<file path="config.mk">
export PLATFORM = sky130hd
export DESIGN_NAME = coin_acceptor
export DESIGN_NICKNAME = d
export VERILOG_FILES = /design/src/rtl/vend_pkg.sv /design/src/rtl/coin_sync.sv /design/src/rtl/coin_acceptor.sv
export SDC_FILE = /design/constraint.sdc
export NUM_CORES = 1
export LEC_CHECK = 0
export CORE_UTILIZATION = 43
export CTS_CLUSTER_SIZE = 25
export DETAILED_ROUTE_END_ITERATION = 16
export GPL_ROUTABILITY_DRIVEN = 0
export GPL_TIMING_DRIVEN = 1
export PLACE_DENSITY_LB_ADDON = 0.08
export SLEW_MARGIN = 20
export SYNTH_ARGS = -nofsm -noshare
export SYNTH_HDL_FRONTEND = slang
export SYNTH_SLANG_ARGS = --single-unit
</file>
<file path="constraint.sdc">
create_clock -name clk -period 3 [get_ports clk]
set_input_delay 0.3 -clock clk [delete_from_list [all_inputs] [get_ports clk]]
set_output_delay 0.3 -clock clk [all_outputs]
set_load 0.01 [all_outputs]
</file>
<file path="src/rtl/vend_pkg.sv">
// Shared vending-machine definitions: coin codes consumed by the vending FSM
// and the coin acceptor state encoding.
package vend_pkg;

  localparam logic [2:0] COIN_NONE    = 3'b000;
  localparam logic [2:0] COIN_NICKEL  = 3'b001;
  localparam logic [2:0] COIN_DIME    = 3'b010;
  localparam logic [2:0] COIN_QUARTER = 3'b100;

  typedef enum logic [1:0] {
    IDLE,
    QUALIFY,
    RELEASE,
    LOCKOUT
  } acc_state_t;

  // A pattern is creditable only when exactly one coin slot is active.
  function automatic logic is_coin_code(input logic [2:0] pat);
    return (pat == COIN_NICKEL) || (pat == COIN_DIME) || (pat == COIN_QUARTER);
  endfunction

endpackage

</file>
<file path="src/rtl/coin_sync.sv">
// Parameterised-width two-flop synchroniser for asynchronous sensor inputs,
// cleared by a synchronous active-high reset.
module coin_sync #(
  parameter int WIDTH = 3
) (
  input  logic             clk,
  input  logic             rst,
  input  logic [WIDTH-1:0] d,
  output logic [WIDTH-1:0] q
);

  logic [WIDTH-1:0] meta;

  // NOTE: non-blocking assignments let both flops sample on the same edge,
  // giving two real register stages instead of one collapsed wire.
  always_ff @(posedge clk) begin
    if (rst) begin
      meta <= '0;
      q    <= '0;
    end else begin
      meta <= d;
      q    <= meta;
    end
  end

endmodule

</file>
<file path="src/rtl/coin_acceptor.sv">
// Coin acceptor front end: debounces the synchronised sensors and issues one
// registered coin_in or coin_reject pulse per qualified insertion.
module coin_acceptor
  import vend_pkg::*;
#(
  parameter int DEBOUNCE_CYCLES = 4,
  parameter int LOCKOUT_CYCLES  = 8
) (
  input  logic       clk,
  input  logic       rst,
  input  logic       sensor_nickel,
  input  logic       sensor_dime,
  input  logic       sensor_quarter,
  input  logic       accept_en,
  output logic [2:0] coin_in,
  output logic       coin_reject,
  output logic       busy
);

  localparam int CNT_MAX = (DEBOUNCE_CYCLES > LOCKOUT_CYCLES) ? DEBOUNCE_CYCLES : LOCKOUT_CYCLES;
  localparam int CNT_W   = $clog2(CNT_MAX) + 1;

  localparam logic [CNT_W-1:0] CNT_ONE   = CNT_W'(1);
  localparam logic [CNT_W-1:0] DEB_LAST  = CNT_W'(DEBOUNCE_CYCLES - 1);
  localparam logic [CNT_W-1:0] LOCK_LAST = CNT_W'(LOCKOUT_CYCLES - 1);

  logic [2:0]       s;
  acc_state_t       state_q, state_d;
  logic [2:0]       pat_q, pat_d;
  logic [CNT_W-1:0] cnt_q, cnt_d;
  logic [2:0]       coin_d;
  logic             reject_d;

  coin_sync #(.WIDTH(3)) u_sync (
    .clk (clk),
    .rst (rst),
    .d   ({sensor_quarter, sensor_dime, sensor_nickel}),
    .q   (s)
  );

  // Reset parks in RELEASE so a coin already present is waited out, not credited.
  always_ff @(posedge clk) begin
    if (rst) begin
      state_q     <= RELEASE;
      pat_q       <= COIN_NONE;
      cnt_q       <= '0;
      coin_in     <= COIN_NONE;
      coin_reject <= 1'b0;
    end else begin
      state_q     <= state_d;
      pat_q       <= pat_d;
      cnt_q       <= cnt_d;
      coin_in     <= coin_d;
      coin_reject <= reject_d;
    end
  end

  always_comb begin
    // NOTE: every signal gets a default first, so no path leaves one
    // unassigned and no latch is inferred.
    state_d  = state_q;
    pat_d    = pat_q;
    cnt_d    = cnt_q;
    coin_d   = COIN_NONE;
    reject_d = 1'b0;

    unique case (state_q)
      IDLE: begin
        if (s != COIN_NONE) begin
          pat_d   = s;
          cnt_d   = CNT_ONE;
          state_d = QUALIFY;
        end
      end
      QUALIFY: begin
        if (s == COIN_NONE) begin
          state_d = IDLE;
        end else if (s != pat_q) begin
          pat_d = s;
          cnt_d = CNT_ONE;
        end else if (cnt_q < DEB_LAST) begin
          cnt_d = cnt_q + CNT_ONE;
        end else begin
          if (is_coin_code(pat_q) && accept_en) coin_d = pat_q;
          else                                  reject_d = 1'b1;
          state_d = RELEASE;
        end
      end
      RELEASE: begin
        if (s == COIN_NONE) begin
          cnt_d   = '0;
          state_d = LOCKOUT;
        end
      end
      LOCKOUT: begin
        if (cnt_q == LOCK_LAST) state_d = IDLE;
        else                    cnt_d   = cnt_q + CNT_ONE;
      end
      default: state_d = RELEASE;
    endcase
  end

  assign busy = (state_q != IDLE);

endmodule

</file>
==> flow_summary.json <==
{
  "outcome": "completed",
  "diodes": 0,
  "period_needed_ps": 1840,
  "fin_tns_setup_ps": 0,
  "cellLeakagePower_nw": 0.3488,
  "finClkSkew_ps": 1.462,
  "drt-pass1-iter-count": 4,
  "vias": 657,
  "h-tree-depth": 1,
  "core-area_um2": 1783,
  "ys_types": 37,
  "clockBufferDepth": 2,
  "grt_max_degree": 18,
  "synth-warning-count": 0,
  "drt_iter0_drc": 13,
  "ios": 11,
  "dieArea_um2": 2133,
  "final_nets": 103,
  "synth-async-reset-ratio_pct": 0,
  "cts_buffers": 3,
  "dp_hpwl_um": 1032,
  "cts_sinks": 19,
  "timing.final.crit_share_pct": 61.32,
  "detail-route-antenna-nets": 0,
  "worst_ep_required_time_ps": 2700,
  "antenna_found_initial": 0,
  "cts_tree": "yes",
  "clock_latency_ps": 300,
  "p_seq_share_pct": 61.8,
  "postCtsResizedCells": 0,
  "cts-root-buf": "clkbuf_4",
  "io_buffers": 10,
  "cellInternalPower_w": 0.0003304,
  "worstPathArrival_ps": 1540,
  "synth_edf_count": 0,
  "grt_setup_unrepaired": "false",
  "drv_cap": 0,
  "final_core_util_pct": 55.09,
  "post_dp_cell_area_um2": 955.9,
  "netSwitchingPower_w": 0.0001002,
  "final_max_slew_viol_count": 0,
  "path_max_fanout": 12,
  "power_density_nw_per_um2": 438.3,
  "hold_buffers": 0,
  "grt_pass1_vias": 547,
  "hold_viol_final": 0,
  "clkPwrFrac_pct": 29.6,
  "grt-ovfl-total": 0,
  "critPathKind": "reg -> out",
  "syn_to_final_growth_pct": 16.99,
  "synth-seq-area-share_pct": 45.31,
  "track_usage_pct": 15.24,
  "path_clk_slew_ps": 100,
  "die_w_um": 46.19,
  "finalSetupViolations": 0,
  "synthCells": 85,
  "drc_errors": 0,
  "critPathLaunchType": "flop",
  "crit_slowest_cell": "dfxtp_1",
  "ir_worst_vdd_v": 0.0002480,
  "grt_pass1_wl_um": 2277,
  "cp-end-kind": "output pin",
  "fp-row-count": 15,
  "drive_above_1_share_pct": 14.74,
  "routedWlPerCell_um": 11.77,
  "synth_ff_type": "dfxtp_1",
  "finish.instance_area_um2": 982.2,
  "syn-cell-area_um2": 839.6,
  "critPathMaxStageDelay_ps": 540,
  "nFillCells": 162,
  "combinationalPowerShare_pct": 8.5,
  "worst_pin_slew_ps": 626.5,
  "die_y_um": 46.19,
  "slew-limit-headroom_pct": 57.91,
  "drt_wl_total_um": 1412,
  "avgViaCountPerCell": 5.475,
  "syn-num-nets": 92,
  "hold_class": "reg -> reg",
  "path_cells": "or2_2 -> clkdlybuf4s50_1",
  "max_freq_mhz": 543.6,
  "cts_setup_buffers": 0,
  "avgSynthCellArea_um2": 9.877,
  "ys_ff_latch": 19,
  "start_util_pct": 47.09,
  "switching_share_pct": 23.26
}
## synthesized netlist by cell type, drive strengths merged (2+ instances only)
library cell  number  share of area (%)
dfxtp             19                 45
nor2b              6                4.5
nor3               6                4.2
nor2               5                2.2
clkbuf             4                1.8
o21ai              4                3.3
a21oi              3                1.8
and2               3                2.4
nand3              3                1.8
xnor2              3                5.8
a22oi              2                1.8
and3               2                1.5
inv                2               0.89
nand2              2               0.89
o211ai             2                1.8
## final cells by class
type / instances / area [um^2] / share of cell area (%)
sequential: 19 / 380.4 / 38.73
timing repair buffer: 10 / 100.1 / 10.19
tap: 25 / 31.28 / 3.185
inverter: 2 / 7.507 / 0.7643
multi-input combinational: 60 / 436.7 / 44.46
clock buffer: 4 / 26.28 / 2.675
## critical path, delay by kind of cell, from the launching register on
kind,cells,cell delay [ps]
DFF,1,540
buffers and inverters,1,520
and+or+nand+nor,1,180
## cells by family after synthesis
group           Yosys count  synth area share (%)
simple gates             34                 24.59
compound gates           21                 19.08
flops                    19                 45.30
buf+inv                   6                 2.682
xor+xnor                  4                 6.856
fa+ha+maj                 1                 1.490
## state kept, by name, indices dropped and copies added (netlist names), named ones only
signal,flops
cnt_q,4
coin_in,3
pat_q,3
u_sync.meta,3
u_sync.q,3
coin_reject,1
state_q,1
## worst paths after layout
kind,from,to,slack [ps],cells after the start
setup reg to reg,cnt_q[0]$_SDFFE_PP0P_,cnt_q[3]$_SDFFE_PP0P_,1180,5
setup / recovery,flop,busy,1160,2
hold reg to reg,u_sync.meta[0]$_SDFF_PP0_,u_sync.q[0]$_SDFF_PP0_,440,1
hold / removal,u_sync.meta[0]$_SDFF_PP0_,u_sync.q[0]$_SDFF_PP0_,440,1
## placed cells by master, fill, tap and decap left out, drive strengths merged, types with 2 or more instances in the layout
| cell type | count |
|---|---|
| dfxtp | 19 |
| clkdlybuf4s50 | 10 |
| nor2b | 6 |
| nor3 | 6 |
| nor2 | 5 |
| clkbuf | 4 |
| o21ai | 4 |
| xnor2 | 3 |
| a21oi | 3 |
| nand3 | 3 |
| and2 | 3 |
| o211ai | 2 |
| nand2 | 2 |
| inv | 2 |
| and3 | 2 |
| a22oi | 2 |
## per-stage QoR
| step | setup slack (ps) | cells | total power [W] | hold slack [ps] |
|---|---|---|---|---|
| 4_1_cts | 1150 | 120 | 0.0004378 | 451.2 |
| 5_1_grt | 1086 | 120 | 0.0004543 | 467.2 |
| 3_3_place_gp | 973.6 | 116 | 0.0003084 | 418.5 |
| 2_1_floorplan | 1432 | 85 | 0.0002976 | 413.8 |
| 6_report | 1160 | 120 | 0.0004305 | 444.7 |
| 3_5_place_dp | 961.6 | 116 | 0.0003088 | 425.8 |
## power by group through the flow
stage	logic (W)	clock network [W]	registers [W]
2_1_floorplan	0.0000292	0	0.000268
3_3_place_gp	0.0000366	0	0.000272
3_5_place_dp	0.0000370	0	0.000272
4_1_cts	0.0000371	0.000135	0.000266
5_1_grt	0.0000407	0.000146	0.000267
6_report	0.0000368	0.000128	0.000266
## routing by layer
metal / wire length, um / track usage, % / up-vias
met5: 0 / 0 / -
met4: 36 / 8.824 / 0
li1: - / - / 334
met3: 68 / 2.353 / 5
met1: 659 / 19.33 / 296
met2: 647 / 24.23 / 22
Power figures use the tool's default switching activity.
